`config.mk`:
```
export PLATFORM = sky130hd
export DESIGN_NAME = writeback_unit
export DESIGN_NICKNAME = d
export VERILOG_FILES = /design/src/rtl/riscv_pkg.sv /design/src/rtl/load_extend.sv /design/src/rtl/writeback_unit.sv
export SDC_FILE = /design/constraint.sdc
export NUM_CORES = 1
export LEC_CHECK = 0
export BUFFER_PORTS_ARGS = -buffer_cell sky130_fd_sc_hd__buf_2
export CAP_MARGIN = 20
export CORE_MARGIN = 1.5
export CORE_UTILIZATION = 45
export CTS_CLUSTER_SIZE = 30
export DETAILED_ROUTE_END_ITERATION = 7
export GPL_TIMING_DRIVEN = 1
export PLACE_DENSITY = 0.77
export RECOVER_POWER = 50
export SLEW_MARGIN = 20
export SYNTH_ARGS = -nofsm -noshare
export SYNTH_HDL_FRONTEND = slang
export SYNTH_SLANG_ARGS = --single-unit
```
`constraint.sdc`:
```
create_clock -name clk -period 5.4 [get_ports clk]
set_clock_uncertainty 0.1 [all_clocks]
set_input_delay 0.27 -clock clk [delete_from_list [all_inputs] [get_ports clk]]
set_output_delay 0.27 -clock clk [all_outputs]
set_load 0.01 [all_outputs]
```
`src/rtl/riscv_pkg.sv`:
```
// Shared core package: datapath widths, load-size encoding and the
// writeback FSM state type used by writeback_unit and load_extend.
package riscv_pkg;

  localparam int XLEN       = 32;
  localparam int NUM_REGS   = 32;
  localparam int REG_ADDR_W = $clog2(NUM_REGS);
  localparam int WB_CNT_W   = 16;

  typedef enum logic [1:0] {
    LS_BYTE  = 2'd0,
    LS_HALF  = 2'd1,
    LS_WORD  = 2'd2,
    LS_WORD3 = 2'd3
  } load_size_t;

  typedef enum logic {
    WB_IDLE     = 1'b0,
    WB_WAIT_MEM = 1'b1
  } wb_state_t;

endpackage

```
`src/rtl/load_extend.sv`:
```
// Combinational load data alignment: picks the byte/halfword lane from the
// address LSBs and sign- or zero-extends it to XLEN.
module load_extend
  import riscv_pkg::*;
(
  input  logic [XLEN-1:0] rdata,
  input  load_size_t      size,
  input  logic            is_unsigned,
  input  logic [1:0]      lsb,
  output logic [XLEN-1:0] result
);

  logic [7:0]  byte_lane;
  logic [15:0] half_lane;

  always_comb begin
    byte_lane = rdata[7:0];
    half_lane = rdata[15:0];
    result    = rdata;

    case (lsb)
      2'd0:    byte_lane = rdata[7:0];
      2'd1:    byte_lane = rdata[15:8];
      2'd2:    byte_lane = rdata[23:16];
      default: byte_lane = rdata[31:24];
    endcase

    half_lane = lsb[1] ? rdata[31:16] : rdata[15:0];

    // Size 3 is not a legal RISC-V load width; it falls through to word.
    case (size)
      LS_BYTE: result = {{(XLEN-8){~is_unsigned & byte_lane[7]}}, byte_lane};
      LS_HALF: result = {{(XLEN-16){~is_unsigned & half_lane[15]}}, half_lane};
      default: result = rdata;
    endcase
  end

endmodule

```
`src/rtl/writeback_unit.sv`:
```
// Writeback stage: retires ALU results directly, waits for load data with a
// bounded timeout, and drives the register-file write port.
// Optional macro WB_FORWARD_EN enables the same-cycle bypass copy on fwd_*.
//
// Handshake: an instruction transfers on a rising edge where ex_valid_i and
// ex_ready_o are both high; ex_ready_o is high exactly in WB_IDLE and upstream
// holds every ex_* input stable until it sees the transfer.
module writeback_unit
  import riscv_pkg::*;
#(
  parameter int MEM_TIMEOUT = 255
) (
  input  logic                  clk,
  input  logic                  rst_n,
  input  logic                  ex_valid_i,
  output logic                  ex_ready_o,
  input  logic [REG_ADDR_W-1:0] ex_rd_i,
  input  logic [XLEN-1:0]       ex_result_i,
  input  logic                  ex_is_load_i,
  input  logic [1:0]            ex_load_size_i,
  input  logic                  ex_load_unsigned_i,
  input  logic [1:0]            ex_addr_lsb_i,
  input  logic                  mem_rvalid_i,
  input  logic [XLEN-1:0]       mem_rdata_i,
  input  logic                  mem_err_i,
  output logic                  rf_write_en_o,
  output logic [REG_ADDR_W-1:0] rf_write_addr_o,
  output logic [XLEN-1:0]       rf_write_data_o,
  output logic                  pend_valid_o,
  output logic [REG_ADDR_W-1:0] pend_rd_o,
  output logic                  load_err_o,
  output logic                  fwd_valid_o,
  output logic [REG_ADDR_W-1:0] fwd_rd_o,
  output logic [XLEN-1:0]       fwd_data_o,
  output wb_state_t             dbg_state
);

  localparam logic [WB_CNT_W-1:0] TIMEOUT_CNT = WB_CNT_W'(MEM_TIMEOUT);

  wb_state_t             state_q, state_d;
  logic [WB_CNT_W-1:0]   cnt_q, cnt_d, cnt_inc;
  logic [REG_ADDR_W-1:0] ld_rd_q, ld_rd_d;
  load_size_t            ld_size_q, ld_size_d;
  logic                  ld_uns_q, ld_uns_d;
  logic [1:0]            ld_lsb_q, ld_lsb_d;

  logic                  wr_en_q, wr_en_d;
  logic [REG_ADDR_W-1:0] wr_addr_q, wr_addr_d;
  logic [XLEN-1:0]       wr_data_q, wr_data_d;
  logic                  err_q, err_d;
  logic [XLEN-1:0]       ext_data;

  load_extend u_load_extend (
    .rdata       (mem_rdata_i),
    .size        (ld_size_q),
    .is_unsigned (ld_uns_q),
    .lsb         (ld_lsb_q),
    .result      (ext_data)
  );

  // Saturating increment so a very long stall can never wrap into a false
  // "fresh" count.
  assign cnt_inc = (cnt_q == '1) ? cnt_q : cnt_q + 1'b1;

  always_comb begin
    state_d   = state_q;
    cnt_d     = cnt_q;
    ld_rd_d   = ld_rd_q;
    ld_size_d = ld_size_q;
    ld_uns_d  = ld_uns_q;
    ld_lsb_d  = ld_lsb_q;
    wr_en_d   = 1'b0;
    wr_addr_d = '0;
    wr_data_d = '0;
    err_d     = 1'b0;

    case (state_q)
      WB_IDLE: begin
        if (ex_valid_i) begin
          if (ex_is_load_i) begin
            state_d   = WB_WAIT_MEM;
            cnt_d     = '0;
            ld_rd_d   = ex_rd_i;
            ld_size_d = load_size_t'(ex_load_size_i);
            ld_uns_d  = ex_load_unsigned_i;
            ld_lsb_d  = ex_addr_lsb_i;
          end else if (ex_rd_i != '0) begin
            wr_en_d   = 1'b1;
            wr_addr_d = ex_rd_i;
            wr_data_d = ex_result_i;
          end
        end
      end
      WB_WAIT_MEM: begin
        if (mem_rvalid_i) begin
          state_d = WB_IDLE;
          if (mem_err_i) begin
            err_d = 1'b1;
          end else if (ld_rd_q != '0) begin
            wr_en_d   = 1'b1;
            wr_addr_d = ld_rd_q;
            wr_data_d = ext_data;
          end
        end else begin
          cnt_d = cnt_inc;
          if (cnt_inc >= TIMEOUT_CNT) begin
            state_d = WB_IDLE;
            err_d   = 1'b1;
          end
        end
      end
      default: state_d = WB_IDLE;
    endcase
  end

  always_ff @(posedge clk) begin
    if (!rst_n) begin
      state_q   <= WB_IDLE;
      cnt_q     <= '0;
      ld_rd_q   <= '0;
      ld_size_q <= LS_BYTE;
      ld_uns_q  <= 1'b0;
      ld_lsb_q  <= '0;
      wr_en_q   <= 1'b0;
      wr_addr_q <= '0;
      wr_data_q <= '0;
      err_q     <= 1'b0;
    end else begin
      state_q   <= state_d;
      cnt_q     <= cnt_d;
      ld_rd_q   <= ld_rd_d;
      ld_size_q <= ld_size_d;
      ld_uns_q  <= ld_uns_d;
      ld_lsb_q  <= ld_lsb_d;
      wr_en_q   <= wr_en_d;
      wr_addr_q <= wr_addr_d;
      wr_data_q <= wr_data_d;
      err_q     <= err_d;
    end
  end

  assign ex_ready_o      = (state_q == WB_IDLE);
  assign pend_valid_o    = (state_q == WB_WAIT_MEM);
  assign pend_rd_o       = pend_valid_o ? ld_rd_q : '0;
  assign rf_write_en_o   = wr_en_q;
  assign rf_write_addr_o = wr_addr_q;
  assign rf_write_data_o = wr_data_q;
  assign load_err_o      = err_q;
  assign dbg_state       = state_q;

`ifdef WB_FORWARD_EN
  assign fwd_valid_o = wr_en_q;
  assign fwd_rd_o    = wr_addr_q;
  assign fwd_data_o  = wr_data_q;
`else
  assign fwd_valid_o = 1'b0;
  assign fwd_rd_o    = '0;
  assign fwd_data_o  = '0;
`endif

endmodule

```
======== Yosys cells after proc, flatten, opt, wreduce, memory -nomap -nowiden ========
Index checks and enable logic that the tools add are counted.
storage, ports and cells
  flip-flop bits (word level) ............. 66
  output and inout bits ................... 85
cells by class
  order comparisons ....................... 1
  reduce and logical (&&, ||, !) cells .... 7
  add/subtract/negate cells ............... 1
  bitwise gates (word level) .............. 4
  eq/ne operators ......................... 7
  muxes and demuxes ....................... 38
operators by type and width
  operator                                                            count
  2-to-1 mux 32 bit                                                   6
  case mux 32 bit (2 select lines)                                    2
  2-to-1 mux 16 bit                                                   5
  2-to-1 mux 5 bit                                                    7
  case mux 16 bit (2 select lines)                                    1
  case mux 8 bit (3 select lines)                                     1
  adder 16 x 1 -> 16 bit, second input constant                       1
  equality test 16 bit, second input constant                         1
  greater-or-equal comparator 16 x 8 -> 1 bit, second input constant  1
  2-to-1 mux 1 bit                                                    13
  case mux 5 bit (2 select lines)                                     1
  nonzero test 5 bit                                                  2
  AND reduction 3 bit                                                 2
  equality test 2 x 1 -> 1 bit, second input constant                 2
  logical NOT 2 bit                                                   2
  != test 2 bit, second input constant                                2
  case mux 1 bit (2 select lines)                                     2
  bitwise AND 1 bit                                                   2
  equality test 2 bit, second input constant                          1
  != test 2 x 1 -> 1 bit, second input constant                       1
  inverter 1 bit                                                      2
  AND reduction 2 bit                                                 1

======== Logic depth before layout (Yosys ltp) ========
Gate-level depths: netlist of run 1.
  depth after elaboration ................. 8
  mapped depth ............................ 8

======== By module ========
From an unflattened synthesis of run 1, not the netlist that was laid out.
second synthesis, totals
  cells, all modules ...................... 491
  area total of the unflattened synthesis .. 4003.8 µm²
by module, submodules not included
  module          cells each  instances  area an instance (µm²)  sequential area each (µm²)
  writeback_unit  376         1          3158.0                  1321.3
  load_extend     115         1          845.8                   0.0

======== Least setup slack after synthesis of run 1 ========
No wires, ideal clock.
  path kind ............................... register to register
  start ................................... register cnt_q[0]
  end ..................................... register err_q (netlist: load_err_o)
  stages on the path, launching flop included .. 8
  data arrival time ....................... 2.007 ns
  library setup time ...................... 0.120 ns
  required time ........................... 5.180 ns
  slack ................................... 3.173 ns
  cells stage by stage .................... dfxtp_1 -> ha_1 -> clkbuf_1 -> nand3_1 -> nor3_1 -> a31oi_1 -> or4_4 -> o31a_1
on the way
  cells in the longest elaborated chain, start to end .. 5
ends and longest elaborated chain
  element                                                         RTL line               source
  from (decl)                                                     writeback_unit.sv:41   logic [WB_CNT_W-1:0] cnt_q, cnt_d, cnt_inc;
  from (signal assigned)                                          writeback_unit.sv:130  cnt_q <= cnt_d;
  adder 16 x 1 -> 16 bit or equality test 16 bit (tied branches)  writeback_unit.sv:63   assign cnt_inc = (cnt_q == '1) ? cnt_q : cnt_q + 1'b1;
  2-to-1 mux 16 bit (*)                                           writeback_unit.sv:63
  greater-or-equal comparator 16 x 8 -> 1 bit (*)                 writeback_unit.sv:106  if (cnt_inc >= TIMEOUT_CNT) begin
  2-to-1 mux 1 bit (*)                                            writeback_unit.sv:106
  2-to-1 mux 1 bit (*)                                            writeback_unit.sv:95   if (mem_rvalid_i) begin
  to (signal assigned)                                            writeback_unit.sv:138  err_q <= err_d;
  to (decl)                                                       writeback_unit.sv:50   logic err_q, err_d;
Every way passes the cells marked *; elsewhere a longest branch is shown, timed or not.
A chain may end at the register's enable or synchronous reset.

======== Worst setup path in the final report of run 1 ========
  start ................................... register state_q (netlist: dbg_state)
  end ..................................... register wr_data_q[20] (netlist: rf_write_data_o[20])
on the way
  cells in the longest elaborated chain, start to end .. 2
ends and longest elaborated chain
  element                               RTL line               source
  from (decl)                           writeback_unit.sv:40   wb_state_t state_q, state_d;
  from (signal assigned)                writeback_unit.sv:129  state_q <= state_d;
  inverter 1 bit                        --
  case mux 32 bit (2 select lines) (*)  writeback_unit.sv:77   case (state_q)
  to (signal assigned)                  writeback_unit.sv:137  wr_data_q <= wr_data_d;
  to (decl)                             writeback_unit.sv:49   logic [XLEN-1:0] wr_data_q, wr_data_d;
Marked as above.

==> results of run 1 <==
## critical path: stages, from the launching register on
cell,delay [ns]
dfxtp_1,0.41
nor3b_1,0.64
o21a_1,0.65
and2_1,0.57
a22o_1,0.24
## state kept, by name, summed over array words and instances (netlist names)
name / count
rf_write_data_o: 32
cnt_q: 16
ld_rd_q: 5
rf_write_addr_o: 5
ld_lsb_q: 2
ld_size_q: 2
dbg_state: 1
ld_uns_q: 1
load_err_o: 1
rf_write_en_o: 1
## layer usage
layer / vias up / GRT usage, % / wire length [um]
met4: 0 / 7.58 / 226
met5: - / 0 / 0
met1: 1822 / 27.8 / 4650
met2: 218 / 37.0 / 5160
met3: 17 / 7.15 / 1030
li1: 1852 / - / -
## cell families after synthesis
family | Yosys count | synth area share [%]
flops | 66 | 33.5
other cells | 1 | 0.0951
simple gates | 172 | 22.8
buf+inv | 85 | 12.1
xor+xnor | 1 | 0.222
mux | 16 | 6.79
fa+ha+maj | 1 | 0.317
compound gates | 135 | 24.2
## final cells by class
| cell class | count | area (um^2) |
|---|---|---|
| Fill cell | 843 | 3830 |
| Clock inverter | 5 | 30.0 |
| Multi-Input combinational cell | 363 | 2290 |
| Inverter | 5 | 18.8 |
| Sequential cell | 66 | 1320 |
| Clock buffer | 11 | 141 |
| Tap cell | 105 | 131 |
| Timing Repair Buffer | 127 | 586 |
## worst paths after layout
| kind | from | end | slack [ns] | cells past startpoint |
|---|---|---|---|---|
| worst min register to register | ld_uns_q$_SDFFE_PN0P_ | ld_uns_q$_SDFFE_PN0P_ | 0.39 | 2 |
| worst max register to register | dbg_state$_SDFF_PN0_ | rf_write_data_o[20]$_SDFF_PN0_ | 2.72 | 4 |
| worst min-delay path | ex_result_i[16] | rf_write_data_o[16]$_SDFF_PN0_ | 0.04 | 2 |
| worst max-delay path | dbg_state$_SDFF_PN0_ | rf_write_data_o[20]$_SDFF_PN0_ | 2.72 | 4 |
## cells in the mapped netlist, types with 9 or more instances
cell type / n / share of area (%)
dfxtp_1: 66 / 34
nand2_1: 50 / 4.8
buf_4: 39 / 7.4
a21oi_1: 33 / 4.2
nor2_1: 32 / 3.0
clkbuf_1: 31 / 3.0
a22o_1: 23 / 5.1
nand2b_1: 20 / 3.2
nor3_1: 13 / 1.6
a22oi_1: 12 / 2.3
nor2b_1: 10 / 1.6
o21ai_0: 10 / 1.3
and2_1: 9 / 1.4
o22ai_1: 9 / 1.4
## metrics by stage
stage	std cells	power [mW]	utilization (%)
6_report	682	1.04	54.1
3_5_place_dp	666	0.676	52.7
4_1_cts	682	1.05	54.8
3_3_place_gp	666	0.674	52.7
2_1_floorplan	514	0.632	-
5_1_grt	682	1.08	54.1
## where the power goes
part	internal, mW	switching [mW]
sequential	0.500	0.0128
combinational	0.0622	0.0899
clock	0.177	0.196
total	0.739	0.299
==> results_dict.tcl, run 1 <==
set metrics [dict create \
    required_ns 5.59 \
    final_cell_mix "84 x buf_2, 66 x dfxtp_1, 50 x nand2_1, 43 x clkbuf_1, 38 x conb_1" \
    rows 33 \
    fin_crit_sh_pct 49.6 \
    start_util_pct 47.3 \
    syn_area_per_cell_um2 8.27 \
    post-route-min-period_ns 2.68 \
    post-dp-hpwl_um 8130 \
    hold_viol 0 \
    first_pass_iters 5 \
    hold_path_class "in -> reg" \
    max-slew-margin-rel_pct 28.0 \
    antenna_cells 0 \
    port_buffers 126 \
    grt_pass1_vias 3496 \
    nNetsFinal 653 \
    drive_above_1_share_pct 20.3 \
    syn-instance-count 477 \
    leakage_nw 1.77 \
    viasPerCell 5.73 \
    area_delta_synth_final_pct 14.5 \
    drv_slew 0 \
    drt_iter0_markers 174 \
    ir_worst_vdd_mv 0.134 \
    cp_data_arrival_time_ns 2.86 \
    tns_ns 0 \
    hold_ws_ns 0.0387 \
    drc 0 \
    grt_usage_pct 22.5 \
    die_height_um 96.6 \
    cap_violations 0 \
    routabilityCongestion 0.931 \
    async_reset_ff_share_pct 0 \
    cts_setup_buffers 0 \
    final_common_cell "buf_2" \
    vias 3909 \
    synth_area_um2 3940 \
    cts_tree "yes" \
    ys_seq_area_share_pct 33.5 \
    avgRoutedWirePerCell_um 16.2 \
    grt_max_degree 47 \
    cp-end-kind "flip-flop" \
    fmax_mhz 374 \
    synth_edf_count 0 \
    detail-route-antenna-nets 0 \
    tightest_slew_ns 1.07 \
    h-tree-depth 3 \
    place_ws_ns 2.77 \
    overflow 0 \
    crit_type "reg -> reg" \
    cts-root-buf "clkbuf_8" \
    core_um2 8340 \
    p_per_area_nw_per_um2 230 \
    cts_hold_buf 0 \
    setup_viol 0 \
    placed_area_um2 4400 \
    crit_fanout 18 \
    rsz0062_at_grt "false" \
    synthFlopType "dfxtp_1" \
    yosysWarnings 0 \
    ys_seq_elements 66 \
    grt_first_pass_wirelength_um 17200 \
    cts_buffers 9 \
    die_width_um 96.6 \
    routed_wl_um 11100 \
    dieArea_um2 9330 \
    cp-start-kind "flip-flop" \
    synth.distinct_cells 59 \
    setup_slack_ns 2.72 \
    clkSinkCount 66 \
    ios 165 \
    antenna_found_initial 0 \
    status "complete, no violations" \
    cts_resized 0 \
    clk_latency_ns 0.35 \
    cts_max_path_buffers 2 \
    clk_pin_slew_worst_paths_ns 0.08 \
    finalInstanceArea_um2 4510 \
]
(Power assumes the default switching activity.)
==> inputs of run 2 (changes only) <==
--- a/config.mk
+++ b/config.mk
@@ -5,6 +5,7 @@
 export SDC_FILE = /design/constraint.sdc
 export NUM_CORES = 1
 export LEC_CHECK = 0
+export ABC_AREA = 1
 export BUFFER_PORTS_ARGS = -buffer_cell sky130_fd_sc_hd__buf_2
 export CAP_MARGIN = 20
 export CORE_MARGIN = 1.5
@@ -12,7 +13,7 @@
 export CTS_CLUSTER_SIZE = 30
 export DETAILED_ROUTE_END_ITERATION = 7
 export GPL_TIMING_DRIVEN = 1
-export PLACE_DENSITY = 0.77
+export PLACE_DENSITY = 0.76
 export RECOVER_POWER = 50
 export SLEW_MARGIN = 20
 export SYNTH_ARGS = -nofsm -noshare
==> constraint.sdc (replaced) <==
create_clock -name clk -period 2.6 [get_ports clk]
set_clock_uncertainty 0.1 [all_clocks]
set_input_delay 0.13 -clock clk [delete_from_list [all_inputs] [get_ports clk]]
set_output_delay 0.13 -clock clk [all_outputs]
set_load 0.01 [all_outputs]
==> run 2 against run 1 <==
Compared with the run above:
- global-route usage increased by 3.1 points
- largest cell class unchanged
- cell count increased by 37%
- critical endpoint is now rf_write_data_o[15]$_SDFF_PN0_
- worst hold slack got worse by 0.031 ns
- fmax increased by 20%
==> results_dict.tcl, run 2 <==
set metrics [dict create \
    status "complete, no violations" \
    final_common_cell "nand2_1" \
    r2r-start "dbg_state$_SDFF_PN0_" \
    synth_area_leader_cell "dfxtp_1" \
    max-slew-margin-rel_pct 61.7 \
    largest_reg_flops 32 \
    placed_area_um2 4640 \
    area_delta_synth_final_pct 27.9 \
    cp_top_family "buffers and inverters" \
    syn-instance-count 659 \
    synth_top_area_share_pct 32.5 \
    ff2ff_setup_slack_ns 0.36 \
    viasPerCell 4.97 \
    cts_tree "yes" \
    drt_iter0_markers 286 \
    fin_crit_sh_pct 86.1 \
    synth_top_cells_by_area "dfxtp_1 32%, nand2_1 18%, a21oi_1 9.0%, nor2_1 8.1%, buf_4 7.2%" \
    cp_data_arrival_time_ns 2.40 \
    ys_seq_elements 66 \
    crit_type "reg -> reg" \
    avgRoutedWirePerCell_um 13.3 \
    finalInstanceArea_um2 5200 \
    ir_worst_vdd_mv 0.374 \
    crit_slowest_cell "inv_2" \
    cap_violations 0 \
    detail-route-antenna-nets 0 \
    async_reset_ff_share_pct 0 \
    die_width_um 98.1 \
    tightest_slew_ns 0.573 \
    drc 0 \
    cts_hold_buf 41 \
    setup_viol 0 \
    nNetsFinal 901 \
    required_ns 2.76 \
    routed_wl_um 12400 \
    antenna_cells 0 \
    core_um2 8760 \
    crit_chain "clkbuf_1 -> inv_1 -> nand2_1 -> nor2_2 -> nand2_1 -> inv_2 -> nand2_1 -> a21oi_1" \
    h-tree-depth 3 \
    clkSinkCount 66 \
    clk_latency_ns 0.35 \
    rows 34 \
    die_height_um 98.1 \
    post-dp-hpwl_um 8860 \
    rsz0062_at_grt "false" \
    ys_seq_area_share_pct 32.5 \
    max_stage_delay_ns 0.40 \
    cp-end-kind "flip-flop" \
    synth.distinct_cells 28 \
    fmax_mhz 447 \
    post-route-min-period_ns 2.24 \
    leakage_nw 2.40 \
    clk_pin_slew_worst_paths_ns 0.08 \
    worstRegToRegCells 8 \
    hold_viol 0 \
    synthFlopType "dfxtp_1" \
    worstReg2RegEnd "rf_write_data_o[15]$_SDFF_PN0_" \
    cts_setup_buffers 0 \
    yosys-top-cells-count "195 x nand2_1, 88 x nor2_1, 73 x a21oi_1, 66 x dfxtp_1, 47 x inv_1" \
    drv_slew 0 \
    vias 4635 \
    min-delay-start "ex_load_unsigned_i" \
    port_buffers 126 \
    cp_num_buf_inv 3 \
    first_pass_iters 5 \
    dieArea_um2 9620 \
    routabilityCongestion 0.935 \
    crit_fanout 32 \
    grt_first_pass_wirelength_um 20200 \
    drive_above_1_share_pct 16.0 \
    start_util_pct 46.4 \
    grt_max_degree 33 \
    hold_path_end "ld_uns_q$_SDFFE_PN0P_" \
    syn_area_per_cell_um2 6.18 \
    cts_max_path_buffers 2 \
    grt_pass1_vias 4354 \
    synth_area_um2 4070 \
    final_cell_mix "195 x nand2_1, 88 x nor2_1, 81 x buf_2, 73 x a21oi_1, 66 x dfxtp_1" \
    grt_usage_pct 25.6 \
    hold_path_class "in -> reg" \
    antenna_found_initial 0 \
    p_per_area_nw_per_um2 478 \
    cts_resized 0 \
    cts-root-buf "clkbuf_8" \
    cp-start-kind "flip-flop" \
    yosysWarnings 0 \
    yosysMostFrequentCell "nand2_1" \
    cts_buffers 9 \
    cp_common_cell "nand2_1" \
    overflow 0 \
    hold_depth 3 \
    tns_ns 0 \
    synth_edf_count 0 \
    ios 165 \
]
-- run 2: cell count changes after synthesis, sizes merged, moves of 10 or more --
| cell | change |
|---|---|
| clkbuf | -18 |
| o21ai | +32 |
| nand3 | +29 |
| nor2b | -10 |
| nand2b | -20 |
| a21oi | +40 |
| a22o | -23 |
| inv | +48 |
| nor2 | +68 |
| nand2 | +150 |
-- run 2: worst reg2reg max path: stages (launching register included) --
cell      delay [ns]
dfxtp_1         0.31
clkbuf_1        0.21
inv_1           0.21
nand2_1         0.11
nor2_2          0.26
nand2_1         0.14
inv_2           0.40
nand2_1         0.18
a21oi_1         0.22
-- run 2: worst max path at each step --
stage,startpoint,end,slack [ns],cells after the start
after floorplan,cnt_q[0]$_SDFFE_PN0P_,dbg_state$_SDFF_PN0_,0.84,11
after global placement,ld_lsb_q[1]$_SDFFE_PN0P_,rf_write_data_o[26]$_SDFF_PN0_,0.56,10
after detailed placement,ld_lsb_q[1]$_SDFFE_PN0P_,rf_write_data_o[24]$_SDFF_PN0_,0.48,10
after CTS,ld_lsb_q[1]$_SDFFE_PN0P_,rf_write_data_o[24]$_SDFF_PN0_,0.47,10
after global routing,ld_lsb_q[1]$_SDFFE_PN0P_,rf_write_data_o[29]$_SDFF_PN0_,0.20,10
final,dbg_state$_SDFF_PN0_,rf_write_data_o[15]$_SDFF_PN0_,0.36,8
-- run 2: layout make-up --
cell class	count	area, um^2
sequential	66	1320
tap	108	135
fill	863	3560
timing repair buffer	176	1050
clock inverter	5	77.6
clock buffer	11	141
multi-input combinational	514	2280
inverter	53	199
-- run 2: per-layer routing --
| layer | track usage (%) | share of wire [%] | vias up |
|---|---|---|---|
| met5 | 0 | 0 | - |
| met4 | 9.23 | 2.3 | 0 |
| met3 | 5.08 | 6.0 | 28 |
| met2 | 41.8 | 47 | 169 |
| met1 | 33.6 | 45 | 2092 |
| li1 | - | - | 2346 |
-- run 2: cells by family after synthesis --
family                     count (synthesis)  synth area share (%)
and+or+nand+nor                          344                  35.1
DFF                                       66                  32.5
buffers and inverters                    116                  14.9
xor gates and xnor gates                   2                 0.430
adders and majority gates                  1                 0.307
AOI/OAI and AO/OA                        129                  16.7
other                                      1                0.0921
-- run 2: per-stage QoR --
| step | util (%) | power (mW) | hold slack (ns) | setup slack, ns | cells |
|---|---|---|---|---|---|
| final | 59.4 | 2.49 | 0.00808 | 0.361 | 933 |
| after floorplan | - | 1.37 | 0.168 | 0.837 | 696 |
| after detailed placement | 52.9 | 1.49 | 0.292 | 0.483 | 876 |
| after global placement | 52.9 | 1.48 | 0.287 | 0.556 | 876 |
| after CTS | 60.1 | 2.50 | 0.0144 | 0.465 | 933 |
| after global routing | 59.4 | 2.61 | 0.00969 | 0.204 | 933 |
-- run 2: power breakdown --
part           internal, mW  leakage (nW)  switching, mW
clock network         0.564         0.109          0.410
logic                 0.173          1.76          0.288
registers              1.04         0.537         0.0148
total                  1.78          2.40          0.712
==> inputs of run 3 (changes only) <==
--- a/config.mk
+++ b/config.mk
@@ -13,6 +13,7 @@
 export CTS_CLUSTER_SIZE = 30
 export DETAILED_ROUTE_END_ITERATION = 7
 export GPL_TIMING_DRIVEN = 1
+export MAX_ROUTING_LAYER = met4
 export PLACE_DENSITY = 0.76
 export RECOVER_POWER = 50
 export SLEW_MARGIN = 20
==> run 3 against run 2 <==
Compared with the run above:
- worst setup slack improved by 0.058 ns
- cell count rose by 0.21%
- sequential cell count did not move
- core utilization fell by 0.36 points
- global-route usage rose by 0.80 points
- worst hold slack got worse by 0.0017 ns
- design area fell by 0.60%
- fmax rose by 2.7%
- critical endpoint is now rf_write_data_o[17]$_SDFF_PN0_
==> results_dict.tcl, run 3 (same netlist as run 2, synthesis figures left out) <==
set metrics [dict create \
    status "complete, no violations" \
    hold_ws_ns 0.00638 \
    grt_first_pass_wirelength_um 20200 \
    avgRoutedWirePerCell_um 13.4 \
    ios 165 \
    placed_area_um2 4640 \
    detail-route-antenna-nets 0 \
    p_comb_share_pct 20.1 \
    first_pass_iters 5 \
    cts-root-buf "clkbuf_8" \
    antenna_found_initial 0 \
    p_per_area_nw_per_um2 441 \
    cp_data_arrival_time_ns 2.36 \
    cts_max_path_buffers 2 \
    area_delta_synth_final_pct 27.1 \
    hold_path_end "ld_rd_q[3]$_SDFFE_PN0P_" \
    post-dp-hpwl_um 9070 \
    clkSinkCount 66 \
    start_util_pct 46.4 \
    h-tree-depth 3 \
    crit_type "reg -> reg" \
    final_cell_mix "195 x nand2_1, 89 x nor2_1, 81 x buf_2, 73 x a21oi_1, 66 x dfxtp_1" \
    required_ns 2.78 \
    gr-usage-met3_pct 2.86 \
    cp-start-kind "flip-flop" \
    cts_resized 0 \
    p_int_mw 1.56 \
    overflow 0 \
    drv_slew 0 \
    port_buffers 126 \
    hold_path_class "in -> reg" \
    min-delay-start "rst_n" \
    die_width_um 98.1 \
    grt_usage_pct 26.4 \
    antenna_cells 0 \
    routabilityCongestion 0.895 \
    hold_depth 3 \
    power_mw 2.28 \
    max-slew-margin-rel_pct 61.2 \
    cap_violations 0 \
    routed_wl_um 12600 \
    p_switching_uw 721 \
    dieArea_um2 9620 \
    rows 34 \
    setup_viol 0 \
    grt_pass1_vias 4277 \
    worstReg2RegEnd "rf_write_data_o[17]$_SDFF_PN0_" \
    crit_fanout 32 \
    vias 4724 \
    cts_hold_buf 43 \
    ff2ff_setup_slack_ns 0.42 \
    viasPerCell 5.05 \
    cts_tree "yes" \
    use_met2_pct 42.1 \
    fin_cells 935 \
    leakage_nw 2.39 \
    nNetsFinal 903 \
    cts_buffers 9 \
    fmax_mhz 459 \
    drc 0 \
    tns_ns 0 \
    top_usage_layer "met2" \
    ir_worst_vdd_mv 0.259 \
    hold_viol 0 \
    grt_max_degree 33 \
    drt_iter0_markers 291 \
    final_common_cell "nand2_1" \
    grt_use_met1_pct 34.5 \
    cp-end-kind "flip-flop" \
    clk_pin_slew_worst_paths_ns 0.08 \
    seqPwrFrac_pct 46.4 \
    worstRegToRegCells 8 \
    core_um2 8760 \
    clkPwrFrac_pct 33.6 \
    tightest_slew_ns 0.581 \
    clk_latency_ns 0.36 \
    rsz0062_at_grt "false" \
    die_height_um 98.1 \
    cts_setup_buffers 0 \
    largest_reg_flops 32 \
    swShare_pct 31.6 \
    r2r-start "dbg_state$_SDFF_PN0_" \
    post-route-min-period_ns 2.18 \
    drive_above_1_share_pct 16.1 \
    finalInstanceArea_um2 5170 \
    place_inst 876 \
    fin_crit_sh_pct 83.9 \
]
run 3: how the worst max path moves through the flow:
stage | start | to | slack [ns] | cells past startpoint
finish | dbg_state$_SDFF_PN0_ | rf_write_data_o[17]$_SDFF_PN0_ | 0.42 | 8
global route | dbg_state$_SDFF_PN0_ | rf_write_data_o[21]$_SDFF_PN0_ | 0.23 | 8
CTS | cnt_q[0]$_SDFFE_PN0P_ | dbg_state$_SDFF_PN0_ | 0.57 | 11
detailed placement | cnt_q[0]$_SDFFE_PN0P_ | dbg_state$_SDFF_PN0_ | 0.58 | 11
global placement | ld_lsb_q[1]$_SDFFE_PN0P_ | rf_write_data_o[26]$_SDFF_PN0_ | 0.70 | 9
floorplan | cnt_q[0]$_SDFFE_PN0P_ | dbg_state$_SDFF_PN0_ | 0.84 | 11
run 3: critical path, stage by stage, from the launching register on:
cell      delay (ns)
dfxtp_1         0.30
clkbuf_1        0.23
inv_2           0.17
nand2_1         0.07
nor2_1          0.35
nand2_1         0.15
inv_2           0.41
nand2_1         0.13
a21oi_1         0.18
run 3: layout make-up:
cell class / instances / area, um^2
Clock buffer: 9 / 124
Clock inverter: 7 / 46.3
Fill cell: 881 / 3590
Inverter: 53 / 199
Multi-Input combinational cell: 514 / 2280
Sequential cell: 66 / 1320
Tap cell: 108 / 135
Timing Repair Buffer: 178 / 1070
run 3: through the flow:
| step | setup WS [ns] | util, % |
|---|---|---|
| after global routing | 0.233 | 59.0 |
| after detailed placement | 0.581 | 52.9 |
| after floorplan | 0.837 | - |
| after CTS | 0.566 | 59.8 |
| final | 0.419 | 59.0 |
| after global placement | 0.702 | 52.9 |
run 3: power by group through the flow:
stage	combinational, mW	sequential (mW)	clock (mW)
2_1_floorplan	0.285	1.09	0
3_3_place_gp	0.405	1.08	0
3_5_place_dp	0.406	1.08	0
4_1_cts	0.457	1.06	0.785
5_1_grt	0.506	1.06	0.840
6_report	0.458	1.06	0.765
run 3: per-layer routing:
metal / wire, um / share of wire, %
met1: 5460 / 43
met2: 6080 / 48
met3: 747 / 5.9
met4: 264 / 2.1
met5: 0 / 0
